**config.mk**
```make
export PLATFORM = sky130hd
export DESIGN_NAME = ext_crc_flat
export DESIGN_NICKNAME = d
export VERILOG_FILES = /design/src/rtl/ext_crc_if.sv /design/src/rtl/ext_crc.sv /design/src/flat_wrapper.sv
export SDC_FILE = /design/constraint.sdc
export NUM_CORES = 1
export LEC_CHECK = 0
export ABC_AREA = 1
export CAP_MARGIN = 20
export CELL_PAD_IN_SITES_DETAIL_PLACEMENT = 0
export CELL_PAD_IN_SITES_GLOBAL_PLACEMENT = 1
export CORE_MARGIN = 3
export CORE_UTILIZATION = 43
export DETAILED_ROUTE_END_ITERATION = 16
export GPL_TIMING_DRIVEN = 0
export PLACE_DENSITY = 0.81
export SLEW_MARGIN = 20
export SYNTH_ARGS = -nofsm -noshare
export SYNTH_HDL_FRONTEND = slang
export SYNTH_SLANG_ARGS = --single-unit
```
**constraint.sdc**
```tcl
create_clock -name rx_clk -period 2.5 [get_ports rx_clk]
set_input_delay 0.5 -clock rx_clk [delete_from_list [all_inputs] [get_ports rx_clk]]
set_output_delay 0.5 -clock rx_clk [all_outputs]
set_load 0.05 [all_outputs]
```
**src/rtl/ext_crc_if.sv**
```systemverilog
// Receive byte-stream bundle between the MAC/PHY side and the FCS stripper.
// master drives the receive bytes; slave (the stripper) returns the payload.
interface ext_crc_if;
    logic [7:0] rx_data;
    logic       rx_enable;
    logic       sfd_wait;
    logic [7:0] rawdata;
    logic       raw_en;

    modport master (
        output rx_data, rx_enable, sfd_wait,
        input  rawdata, raw_en
    );

    modport slave (
        input  rx_data, rx_enable, sfd_wait,
        output rawdata, raw_en
    );
endinterface

```
**src/rtl/ext_crc.sv**
```systemverilog
// Receive-path filter: optionally drops preamble/SFD, then withholds the last
// CRC_BYTES bytes of every frame so only payload reaches rawdata/raw_en.
module ext_crc #(
    parameter int unsigned CRC_BYTES = 4
) (
    input  logic     rx_clk,
    input  logic     rst,
    ext_crc_if.slave bus
);

    localparam int unsigned      CNT_W   = $clog2(CRC_BYTES + 1);
    localparam int unsigned      SR_W    = CRC_BYTES * 8;
    localparam logic [CNT_W-1:0] CNT_MAX = CNT_W'(CRC_BYTES);
    localparam logic [7:0]       SFD     = 8'hD5;

    typedef enum logic [1:0] {
        IDLE,
        HUNT,
        DATA
    } state_t;

    state_t           state;
    state_t           state_next;
    logic [CNT_W-1:0] count;
    logic [CNT_W-1:0] count_next;
    logic [SR_W-1:0]  shreg;       // byte 0 = newest, top byte = oldest
    logic             push;
    logic             emit;
    logic [7:0]       rawdata_q;
    logic             raw_en_q;

    // NOTE: every signal written here is given a default first, so no path
    // through the case leaves one unassigned and no latch is inferred.
    always_comb begin
        state_next = state;
        count_next = count;
        push       = 1'b0;
        emit       = 1'b0;

        if (!bus.rx_enable) begin
            // Whatever is still in the shift register is the FCS; it is simply
            // abandoned by clearing the fill count.
            state_next = IDLE;
            count_next = '0;
        end else begin
            unique case (state)
                IDLE: begin
                    if (bus.sfd_wait) begin
                        state_next = (bus.rx_data == SFD) ? DATA : HUNT;
                    end else begin
                        push       = 1'b1;
                        state_next = DATA;
                    end
                end
                HUNT: begin
                    if (bus.rx_data == SFD) begin
                        state_next = DATA;
                    end
                end
                DATA: begin
                    push = 1'b1;
                end
                default: begin
                    state_next = IDLE;
                end
            endcase

            if (push) begin
                if (count == CNT_MAX) begin
                    emit = 1'b1;
                end else begin
                    count_next = count + CNT_W'(1);
                end
            end
        end
    end

    // NOTE: sequential state uses non-blocking assignments only, so every
    // register samples the pre-edge values regardless of statement order.
    always_ff @(posedge rx_clk) begin
        if (rst) begin
            state <= IDLE;
            count <= '0;
        end else begin
            state <= state_next;
            count <= count_next;
        end
    end

    // NOTE: the shift register is a handful of flops with a defined reset
    // value, so it is cleared along with the control state; large RAM-style
    // storage would normally be left without reset.
    always_ff @(posedge rx_clk) begin
        if (rst) begin
            shreg     <= '0;
            rawdata_q <= 8'h00;
            raw_en_q  <= 1'b0;
        end else begin
            raw_en_q <= emit;
            if (emit) begin
                rawdata_q <= shreg[SR_W-1 -: 8];
            end
            if (push) begin
                shreg <= SR_W'({shreg, bus.rx_data});
            end
        end
    end

    assign bus.rawdata = rawdata_q;
    assign bus.raw_en  = raw_en_q;

endmodule

```
**src/flat_wrapper.sv**
```systemverilog
// flat-port wrapper written by rule: the top's interface ports become plain ports
module ext_crc_flat 
#(
    parameter int unsigned CRC_BYTES = 4
)
  (rx_clk, rst, bus_rx_data, bus_rx_enable, bus_sfd_wait, bus_rawdata, bus_raw_en);
  ext_crc_if bus_i ();
  input  logic rx_clk;
  input  logic rst;
  input wire logic [$bits(bus_i.rx_data)-1:0] bus_rx_data;
  input wire logic [$bits(bus_i.rx_enable)-1:0] bus_rx_enable;
  input wire logic [$bits(bus_i.sfd_wait)-1:0] bus_sfd_wait;
  output wire logic [$bits(bus_i.rawdata)-1:0] bus_rawdata;
  output wire logic [$bits(bus_i.raw_en)-1:0] bus_raw_en;
  assign bus_i.rx_data = bus_rx_data;
  assign bus_i.rx_enable = bus_rx_enable;
  assign bus_i.sfd_wait = bus_sfd_wait;
  assign bus_rawdata = bus_i.rawdata;
  assign bus_raw_en = bus_i.raw_en;
  ext_crc #(.CRC_BYTES(CRC_BYTES)) u_core (.rx_clk(rx_clk), .rst(rst), .bus(bus_i));
endmodule
```
==> results.tsv, run 1 <==
stage	metric	value	unit
cells_and_area	fill_cells	444	
power_and_ir_drop	cellLeakagePower	0.000947	uW
setup_path	cp_max_fo	2	
global_route	antenna_found_initial	0	
logic_synthesis	synth_top_area_share	48.4	%
setup_path	cp.arrival	1420	ps
clock_tree	htree_levels	2	
setup_path	r2r-start	u_core.count[0]	
timing	rsz0062_at_grt	false	
run_status	status	complete, no violations	
logic_synthesis	ys_seq_area_share	48.4	%
setup_path	r2r-end	u_core.bus.rawdata[2]	
setup_path	crit_path_max_incr_delay	800	ps
floorplan	die_h	72.6	um
power_and_ir_drop	p_per_area	615	nW/um2
floorplan	pin_count	21	
logic_synthesis	ys_top_cells_by_count	75 x nor2_1, 46 x dfxtp_1, 35 x inv_1	
placed_design	placement.setup.worst_slack	681	ps
placed_design	io_buffer_count	20	
logic_synthesis	synth-seq-cells	46	
routing	vias	1538	
floorplan	initial_core_util	46.0	%
cells_and_area	regArea	921	um2
logic_synthesis	synthSimpleGateAreaFrac	27.5	%
clock_tree	cts_resized	0	
timing	report.final.slew_viol_count	0	
logic_synthesis	synth_fp_nets	273	
power_and_ir_drop	ir_worst_vdd	0.000310	V
hold_path	hold_path_depth	2	
cells_and_area	diodes	0	
logic_synthesis	synth_compound_area_share	9.72	%
logic_synthesis	yosysWarnings	0	
cells_and_area	fin_nets	300	
routing	post_drt_wl_per_cell	10.3	um
floorplan	die_w	72.6	um
logic_synthesis	ys_types	20	
setup_path	crit_buf_inv	1	
cells_and_area	area_growth	17.8	%
setup_path	reg2reg_depth	8	
logic_synthesis	synth_top_area_cell	dfxtp_1	
setup_path	critPathCaptureType	output pin	
hold_path	hp-class	flip-flop to flip-flop	
logic_synthesis	synthMuxAreaShare	0	%
routing	vias_per_cell	4.58	
logic_synthesis	async_flop_share	0	%
logic_synthesis	ys.flop_type	dfxtp_1	
timing	setup_tns	0	ps
setup_path	cp_top_family	buffers and inverters	
cells_and_area	final_area	2240	um2
floorplan	row_count	23	
routing	routed_wl	3460	um
logic_synthesis	avgSynthCellArea	7.35	um2
timing	period_needed	1920	ps
clock_tree	cts_hold_buf	0	
timing	tightest_slew	492	ps
setup_path	worstSetupPathType	flip-flop to output pin	
global_route	grt_max_degree	13	
timing	relSlewSlack	67.1	%
logic_synthesis	synthesis.area	1900	um2
cells_and_area	final_util	54.1	%
floorplan	core-area	4140	um2
logic_synthesis	synth-adder-area-share	1.31	%
routing	drc	0	
logic_synthesis	synth_xor_area_share	0	%
routing	drtAntennaViolNets	0	
clock_tree	postCtsSetupRepairBufs	0	
cells_and_area	drive_gt1_share	8.74	%
logic_synthesis	synth_top_family_by_area	simple AND/OR/NAND/NOR gates	
timing	finalCritPeriodShare	76.8	%
logic_synthesis	synth_edf_count	0	
clock_tree	clk_path_buf_depth	2	
clock_tree	clockRootBuffer	clkbuf_8	
timing	setup_viol	0	
floorplan	die_area	5260	um2
power_and_ir_drop	total_power	1380	uW
global_route	grt_pass1_wl	6460	um
global_route	grt_use_total	15.4	%
setup_path	worst_setup_path_start_kind	flip-flop	
clock_tree	cts_sinks	46	
job	drv_cap	0	
clock_tree	clk_transition_reported_paths	80	ps
timing	finClkSkew	6.22	ps
placed_design	place_area	2170	um2
setup_path	r2r_slack	1260	ps
clock_tree	cts_buffers	5	
hold_path	hold_end	u_core.shreg[0]	
hold_path	min_from	u_core.shreg[0]	
setup_path	cp_slowest_cell	clkdlybuf4s50_1	
clock_tree	cts_tree	yes	
global_route	grt_pass1_vias	1548	
setup_path	path_cells	clkdlybuf4s50_1	
logic_synthesis	synth_most_common_cell	nor2_1	
logic_synthesis	syn-instance-count	259	
logic_synthesis	netlist_top_cells_area	dfxtp_1 48%, nor2_1 15%, inv_1 6.9%	
global_route	grt_overflow	0	
cells_and_area	multi_input_area	733	um2
placed_design	dp_hpwl	2550	um
clock_tree	insertion_delay	290	ps
timing	fmax	0.521	GHz
timing	hold_viol_final	0	
setup_path	crit_required	2000	ps
timing	worst_slack	580	ps
routing	dr.pass1.iters	4	
routing	drt_iter0_markers	55	
placed_design	place_congestion	0.723	
## layout make-up
class                           count  share of cell area [%]
Inverter                           40                    6.80
Buffer                             12                    4.35
Multi-Input combinational cell    161                    32.7
Tap cell                           50                    2.79
Timing Repair Buffer               20                    8.92
Clock buffer                        7                    3.40
Sequential cell                    46                    41.0
## power breakdown
part	total, uW	internal, uW	switching, uW
combinational	169	73.3	95.2
clock	417	193	224
sequential	794	775	19.2
total	1380	1040	339
## worst max-delay path by stage
stage                                   to                   from  slack (ps)  depth (start not counted)
final                       bus_rawdata[3]  u_core.bus.rawdata[3]         580                          1
after global routing        bus_rawdata[6]  u_core.bus.rawdata[6]         530                          1
after CTS                   bus_rawdata[4]  u_core.bus.rawdata[4]         560                          1
after detailed placement  u_core.shreg[12]                    rst         680                          5
after global placement    u_core.shreg[13]                    rst         690                          5
after floorplan           u_core.shreg[10]           bus_sfd_wait        1280                          7
## per-layer routing
metal	up-vias	routed length (um)	track usage, %
met5	-	0	0
met4	0	58	5.53
met3	5	118	4.16
met2	16	1530	26.0
met1	669	1750	18.9
li1	848	-	-
## stage by stage
stage | std cells | hold WS, ps
finish | 336 | 478
global route | 336 | 504
CTS | 336 | 484
detailed placement | 329 | 467
global placement | 329 | 460
floorplan | 259 | 449
## cell families (layout without fill, tap and decap cells)
logic type	count (synthesis)	in the layout
compound gates	37	37
fa+ha+maj	2	2
buf+inv	52	79
flops	46	46
simple gates	122	122
## registers in the layout, indices dropped and copies added, names as in the netlist
register	cells
u_core.count	3
u_core.state	2
u_core.shreg	32
u_core.bus.rawdata	8
u_core.bus.raw_en	1
## worst reg2reg max path, stage by stage, from the launching register on
cell and delay [ps]:
dfxtp_1 360, inv_1 70, ha_1 200, nand2_2 110, inv_2 110, nand3_4 150
nand2_1 60, inv_1 50, nor2_1 30
## layout by cell type, fill, tap and decap left out
cell type	instances
a21oi_1	5
buf_1	1
buf_4	2
buf_6	6
clkbuf_1	5
clkbuf_8	5
clkdlybuf4s50_1	20
dfxtp_1	46
ha_1	2
inv_1	35
inv_2	4
inv_4	1
nand2_1	27
nand2_2	3
nand2_4	2
nand3_1	5
nand3_4	1
nand4_1	8
nor2_1	75
nor2_2	1
o21ai_0	21
o21ai_1	11
Power figures use the tool's default switching activity.
==> run 2: changes to the inputs <==
CORE_UTILIZATION = 36   (was 43)
PLACE_DENSITY = 0.72   (was 0.81)
clock period = 1.6 ns   (was 2.5 ns; I/O delays follow)
==> run 2 against run 1 <==
Effect of this change: count of clock-buffer cells in the layout did not move; register-to-register slack got worse by 910 ps; clock power rose by 59%; final cell count rose by 5.1%; combinational power rose by 57%; die area rose by 18%; non-clock buffer count did not move; first-iteration DRC count fell by 51%; critical path depth did not move; core utilization fell by 8.3 points; critical endpoint unchanged.
==> results.tsv, run 2 (synthesis results as in run 1) <==
stage	metric	value	unit
setup_path	r2r-start	u_core.count[0]	
floorplan	row_count	25	
floorplan	die_w	78.7	um
timing	hold_viol_final	0	
placed_design	place_congestion	0.724	
clock_tree	cts_tree	yes	
timing	fmax	0.681	GHz
setup_path	cp_top_family	buffers and inverters	
global_route	grt_use_met1	16.6	%
cells_and_area	multi_input_area	733	um2
cells_and_area	final_cell_mix	75 x nor2_1, 46 x dfxtp_1, 35 x inv_1	
timing	worst_slack	133	ps
clock_tree	insertion_delay	290	ps
power_and_ir_drop	total_power	2170	uW
floorplan	die_area	6200	um2
global_route	grt_pass1_wl	6430	um
cells_and_area	final_common_cell	nor2_1	
floorplan	pin_count	21	
routing	dr.pass1.iters	4	
setup_path	path_cells	dlygate4sd2_1	
global_route	met3_usage	3.40	%
global_route	grt_max_degree	13	
global_route	grt-busiest-layer	met2	
placed_design	placement.setup.worst_slack	-41.1	ps
timing	period_needed	1470	ps
routing	drtAntennaViolNets	0	
setup_path	crit_path_max_incr_delay	530	ps
timing	report.final.slew_viol_count	0	
cells_and_area	fill_cells	541	
timing	tightest_slew	493	ps
placed_design	dp_hpwl	2650	um
routing	vias_per_cell	4.39	
routing	vias	1551	
global_route	use_met2	20.9	%
setup_path	crit_required	1280	ps
setup_path	critPathLaunch	u_core.bus.rawdata[3]	
job	drv_cap	0	
clock_tree	cts_buffers	5	
cells_and_area	drive_gt1_share	8.74	%
timing	finalCritPeriodShare	91.7	%
setup_path	crit_buf_inv	1	
timing	finClkSkew	3.58	ps
clock_tree	cts_sinks	46	
cells_and_area	area_growth	18.3	%
floorplan	initial_core_util	38.8	%
cells_and_area	final_area	2250	um2
cells_and_area	diodes	0	
cells_and_area	final_util	45.9	%
cells_and_area	regMostFlops	u_core.shreg	
setup_path	worstSetupPathType	flip-flop to output pin	
global_route	antenna_found_initial	0	
cells_and_area	largest_reg_flops	32	
placed_design	dp.cells	346	
setup_path	cp_max_fo	2	
clock_tree	clk_path_buf_depth	2	
timing	rsz0062_at_grt	false	
setup_path	worst_setup_path_start_kind	flip-flop	
power_and_ir_drop	cellLeakagePower	0.000990	uW
setup_path	cp.arrival	1150	ps
floorplan	die_h	78.7	um
setup_path	reg2reg_depth	8	
clock_tree	cts_hold_buf	0	
clock_tree	htree_levels	2	
clock_tree	clockRootBuffer	clkbuf_8	
global_route	grt_overflow	0	
timing	setup_viol	0	
hold_path	hp-class	flip-flop to flip-flop	
global_route	grt_use_total	12.9	%
run_status	status	complete, no violations	
routing	routed_wl	3580	um
setup_path	r2r_slack	350	ps
setup_path	r2r-end	u_core.bus.rawdata[1]	
power_and_ir_drop	p_per_area	962	nW/um2
placed_design	io_buffer_count	20	
setup_path	cp_slowest_cell	dlygate4sd2_1	
placed_design	place_area	2190	um2
routing	drt_iter0_markers	27	
setup_path	critPathCaptureType	output pin	
cells_and_area	fin_nets	300	
global_route	grt_pass1_vias	1473	
floorplan	core-area	4910	um2
clock_tree	clk_transition_reported_paths	80	ps
cells_and_area	regArea	921	um2
timing	relSlewSlack	67.3	%
setup_path	crit_cells	1	
routing	drc	0	
power_and_ir_drop	ir_worst_vdd	0.000436	V
routing	post_drt_wl_per_cell	10.1	um
cells_and_area	finalNonFillerCells	353	
setup_path	cp-endpoint	bus_rawdata[3]	
==> run 2: cell count changes in the layout (fill, tap and decap cells not counted), sizes merged <==
cell           change
dlygate4sd2        +9
clkdlybuf4s50      -9
==> run 2: layout make-up <==
cell class	count	area share, %
inverter	40	6.77
multi-input combinational	161	32.5
clock buffer	7	3.39
buffer	12	4.33
tap	67	3.72
sequential	46	40.9
timing repair buffer	20	8.38
==> run 2: power breakdown <==
group | internal (uW) | switching, uW
clock | 301 | 360
sequential | 1210 | 29.9
combinational | 115 | 151
total | 1630 | 541
==> run 2: layer usage <==
layer	part of all wire [%]	wire (um)
met1	51	1810
met2	46	1630
met3	3.1	110
met4	0.56	20
met5	0	0
==> run 2: metrics by stage <==
step                setup TNS [ps]  hold WS (ps)
global route                     0           499
detailed placement            -121           467
finish                           0           478
floorplan                        0           392
global placement              -168           461
CTS                              0           487
==> run 2: timing repair <==
action	CTS	global route
endpoints found under the hold margin	0	0
buffers inserted	0	0
endpoints found under the setup margin	9	0
gates resized for setup	9	0
==> run 2: worst min path at each step <==
stage                     startpoint           endpoint  cells past startpoint  slack (ps)
global placement     u_core.shreg[8]    u_core.shreg[8]                      2         460
global route         u_core.shreg[7]    u_core.shreg[7]                      2         500
CTS                 u_core.shreg[20]   u_core.shreg[20]                      2         490
floorplan                        rst  u_core.bus.raw_en                      1         390
detailed placement  u_core.shreg[20]   u_core.shreg[20]                      2         470
finish              u_core.shreg[10]   u_core.shreg[10]                      2         480
